==> src/rtl/gerador_pulso_pkg.sv <==
// Shared definitions for the pulse generator: per-channel FSM states and default sizing.
package gerador_pulso_pkg;

    typedef enum logic [1:0] {
        IDLE   = 2'd0,
        ACTIVE = 2'd1,
        GUARD  = 2'd2
    } estado_t;

    localparam int N_PADRAO     = 2;
    localparam int WIDTH_PADRAO = 8;

endpackage

==> src/rtl/gerador_pulso_canal.sv <==
// One pulse channel: IDLE -> ACTIVE for the latched length -> one GUARD cycle -> IDLE.
module gerador_pulso_canal
    import gerador_pulso_pkg::*;
#(
    parameter int WIDTH = WIDTH_PADRAO
) (
    input  logic             clk,
    input  logic             rst,
    input  logic             disparo,
    input  logic [WIDTH-1:0] largura,
    input  logic             modo,
    output logic             saida,
    output logic             ocupado,
    output logic             perdido
);

    estado_t          estado;
    estado_t          estado_prox;
    logic [WIDTH-1:0] contador;
    logic [WIDTH-1:0] contador_prox;
    logic             saida_prox;
    logic             perdido_prox;

    always_ff @(posedge clk or posedge rst) begin
        if (rst) begin
            estado   <= IDLE;
            contador <= '0;
            saida    <= 1'b0;
            ocupado  <= 1'b0;
            perdido  <= 1'b0;
        end else begin
            estado   <= estado_prox;
            contador <= contador_prox;
            saida    <= saida_prox;
            ocupado  <= (estado_prox != IDLE);
            perdido  <= perdido_prox;
        end
    end

    // A retrigger takes priority over expiry, so a reload on the last edge keeps saida high.
    always_comb begin
        estado_prox   = estado;
        contador_prox = contador;
        perdido_prox  = 1'b0;
        case (estado)
            IDLE: begin
                if (disparo && (largura != '0)) begin
                    estado_prox   = ACTIVE;
                    contador_prox = largura;
                end
            end
            ACTIVE: begin
                if (disparo && modo && (largura != '0)) begin
                    contador_prox = largura;
                end else begin
                    perdido_prox = disparo;
                    if (contador <= WIDTH'(1)) begin
                        estado_prox   = GUARD;
                        contador_prox = '0;
                    end else begin
                        contador_prox = contador - WIDTH'(1);
                    end
                end
            end
            GUARD: begin
                perdido_prox = disparo;
                estado_prox  = IDLE;
            end
            default: begin
                estado_prox   = IDLE;
                contador_prox = '0;
            end
        endcase
        saida_prox = (estado_prox == ACTIVE);
    end

endmodule

==> src/rtl/gerador_pulso.sv <==
// N independent pulse channels sharing the length and mode inputs.
module gerador_pulso
    import gerador_pulso_pkg::*;
#(
    parameter int N     = N_PADRAO,
    parameter int WIDTH = WIDTH_PADRAO
) (
    input  logic             clk,
    input  logic             rst,
    input  logic [N-1:0]     disparo,
    input  logic [WIDTH-1:0] largura,
    input  logic             modo,
    output logic [N-1:0]     saida,
    output logic [N-1:0]     ocupado,
    output logic [N-1:0]     perdido
);

    for (genvar i = 0; i < N; i++) begin : g_canal
        gerador_pulso_canal #(
            .WIDTH(WIDTH)
        ) u_canal (
            .clk    (clk),
            .rst    (rst),
            .disparo(disparo[i]),
            .largura(largura),
            .modo   (modo),
            .saida  (saida[i]),
            .ocupado(ocupado[i]),
            .perdido(perdido[i])
        );
    end

endmodule

==> config.mk <==
export PLATFORM = sky130hd
export DESIGN_NAME = gerador_pulso
export DESIGN_NICKNAME = d
export VERILOG_FILES = /design/src/rtl/gerador_pulso_pkg.sv /design/src/rtl/gerador_pulso_canal.sv /design/src/rtl/gerador_pulso.sv
export SDC_FILE = /design/constraint.sdc
export NUM_CORES = 1
export LEC_CHECK = 0
export ABC_AREA = 1
export BUFFER_PORTS_ARGS = -buffer_cell sky130_fd_sc_hd__buf_2
export CORE_ASPECT_RATIO = 0.6
export CORE_MARGIN = 2
export CORE_UTILIZATION = 50
export CTS_CLUSTER_SIZE = 14
export DETAILED_ROUTE_END_ITERATION = 12
export PLACE_DENSITY = 0.71
export SYNTH_ARGS = -nofsm -noshare
export SYNTH_HDL_FRONTEND = slang
export SYNTH_SLANG_ARGS = --single-unit
==> constraint.sdc <==
create_clock -name clk -period 2.1 [get_ports clk]
set_clock_uncertainty 0.1 [all_clocks]
set_input_delay 0.42 -clock clk [delete_from_list [all_inputs] [get_ports clk]]
set_output_delay 0.42 -clock clk [all_outputs]
set_load 0.01 [all_outputs]
==> flow_metrics.py <==
metrics = {
    "run_status": {
        "status": "complete, no violations",
    },
    "critical_path": {
        "end_kind": "flip-flop",
        "cp.arrival_ns": 1.89,
        "path_class": "reg2reg",
        "cp.required_ns": 2.16,
        "critPathMaxStageDelay_ns": 0.40,
        "slowest_stage": "dfrtp_1",
        "crit_chain": "inv_1 -> ha_1 -> or2_0 -> nand4_2 -> inv_2 -> nand2_1 -> nand3_1 -> nand2_1 -> inv_1 -> nand3_1",
        "crit_fanout": 5,
        "path_buf_inv": 3,
        "start_kind": "flip-flop",
        "crit_family": "simple AND/OR/NAND/NOR gates",
    },
    "timing": {
        "finalSetupViolCount": 0,
        "setup_tns_ns": 0,
        "timing.final.ws_setup_ns": 0.276,
        "final_max_slew_viol_count": 0,
        "rsz0062_at_grt": "false",
        "max_freq_mhz": 548,
        "period_needed_ns": 1.82,
        "max_slew_margin_pct": 65.3,
        "post-route-period-util_pct": 86.9,
        "finalHoldViolCount": 0,
        "tightest_slew_ns": 0.520,
    },
    "global_route": {
        "grt_remaining_overflow": 0,
        "antenna_found_initial": 0,
        "grt_max_degree": 27,
        "grt_pass1_wl_mm": 8.05,
        "grt_pass1_vias": 1677,
        "track_usage_pct": 22.5,
    },
    "clocking": {
        "cts-resized-gates": 0,
        "path_clk_slew_ns": 0.09,
        "cts_tree": "done",
        "cts_htree_levels": 1,
        "cts_setup_buffers": 0,
        "clock_sinks": 26,
        "ctsHoldBuffers": 0,
        "cts_buffers": 3,
        "worstSkewPairLatency_ns": 0.27,
        "clk_path_buf_depth": 2,
        "root_buffer": "clkbuf_8",
    },
    "synth": {
        "synth_commonest_cells": "115 x nand2_1, 61 x nor2_1, 42 x inv_1",
        "synth_edf_count": 0,
        "synthesis.area_um2": 2110,
        "yosysWarnings": 0,
        "synth_top_cell_area_share_pct": 30.9,
        "syn_nets": 356,
        "synth_seq_area_share_pct": 30.9,
        "yosysMostFrequentCell": "nand2_1",
        "yosys_register_bits": 26,
        "syn_inst": 333,
        "synthFlopType": "dfrtp_1",
        "synth.area.top_cells": "dfrtp_1 31%, nand2_1 20%, nor2_1 11%, inv_1 7.5%, nand3_1 6.7%",
        "synthArstFlopShare_pct": 100,
        "synth_top_area_cell": "dfrtp_1",
        "avgSynthCellArea_um2": 6.32,
        "synth_cell_types": 25,
    },
    "layout": {
        "fin_area_um2": 2280,
        "syn2layout_area_growth_pct": 8.08,
        "diodes": 0,
        "final_util_pct": 55.8,
        "nFillCells": 424,
        "drive_above_1_share_pct": 12.1,
        "finalNetCount": 370,
    },
    "place": {
        "dp_hpwl_mm": 3.76,
        "dp_slack_ns": 0.280,
        "io_buffers": 18,
        "place_area_um2": 2200,
        "place_congestion": 0.917,
    },
    "drt": {
        "firstDrtPassIters": 5,
        "drc": 0,
        "via_per_inst": 4.91,
        "via_count": 1993,
        "antenna_left": 0,
        "drtIter0Drc": 177,
        "wl_per_cell_um": 11.5,
        "wl_mm": 4.69,
    },
    "floorplanning": {
        "initial_core_util_pct": 51.7,
        "rows": 18,
        "core-area_um2": 4080,
        "die_h_um": 54.3,
        "die_area_um2": 4760,
        "die_w_um": 87.8,
        "ios": 19,
    },
    "job": {
        "cap_violations": 0,
    },
    "pwr": {
        "powerDensity_nw_per_um2": 1380,
        "power.leakage_nw": 1.32,
        "peakVddDrop_v": 0.000562,
        "p_total_mw": 3.15,
    },
    "min_path": {
        "holdCritPathClass": "in2async",
    },
}
## sequential cells by signal, summed over array words and instances (netlist names)
name,cells
g_canal.u_canal.saida,2
g_canal.u_canal.ocupado,2
g_canal.u_canal.estado,4
g_canal.u_canal.contador,16
g_canal.u_canal.perdido,2
## layout make-up
type	count	area [um^2]	area share [%]
Clock buffer	3	41.3	1.81
Clock inverter	1	30.0	1.32
Inverter	47	176	7.75
Multi-Input combinational cell	249	1200	52.6
Sequential cell	26	651	28.6
Tap cell	60	75.1	3.30
Timing Repair Buffer	20	105	4.62
## per-layer routing
layer / up-vias / wire [um] / GRT usage [%]
met3: 5 / 349 / 3.62
met4: 0 / 36 / 4.62
met1: 892 / 2640 / 35.9
met5: - / 0 / 0
met2: 61 / 1660 / 31.3
li1: 1035 / - / -
## cell usage in the layout, fill, tap and decap left out, types with 3 or more instances in the layout
cell type,synthesis,final
nand3_1,28,28
dfrtp_1,26,26
nand2_2,4,4
xor2_1,4,4
nor2_1,61,61
inv_2,5,5
clkbuf_8,0,3
o21ai_0,3,3
nand2_1,115,115
ha_1,10,10
buf_2,1,18
a21oi_1,8,8
nand4_1,5,5
inv_1,42,42
## where the power goes
part | internal, mW | switching, mW | total, mW
Clock | 0.255 | 0.160 | 0.415
Sequential | 0.743 | 0.226 | 0.969
Combinational | 0.633 | 1.14 | 1.77
## path summary, 6_finish.rpt
path	start	end	slack [ns]	cells past startpoint
setup / recovery	g_canal[1].u_canal.contador[0]	g_canal[1].u_canal.ocupado	0.28	10
hold / removal	rst	g_canal[1].u_canal.estado[1]	0.09	3
setup reg to reg	g_canal[1].u_canal.contador[0]	g_canal[1].u_canal.ocupado	0.28	10
hold reg to reg	g_canal[1].u_canal.contador[0]	g_canal[1].u_canal.contador[0]	0.42	2
max in group asynchronous	rst	g_canal[0].u_canal.contador[4]	1.55	3
min in group clk	largura[2]	g_canal[1].u_canal.contador[2]	0.32	3
## tightest hold or removal path: cells and delay by family
family	cells	cell delay, ns
buf+inv	3	0.45
## stage by stage
step / cells / hold slack [ns]
5_1_grt: 406 / 0.123
2_1_floorplan: 333 / 0.360
6_report: 406 / 0.0938
3_5_place_dp: 402 / 0.400
3_3_place_gp: 402 / 0.392
4_1_cts: 406 / 0.102
## kinds of logic after synthesis
group / count (synthesis) / synth area share, %
buf+inv: 58 / 12.2
compound gates: 13 / 4.16
fa+ha+maj: 10 / 5.94
simple gates: 222 / 45.1
xor+xnor: 4 / 1.66
flops: 26 / 30.9
(Power assumes the default switching activity.)
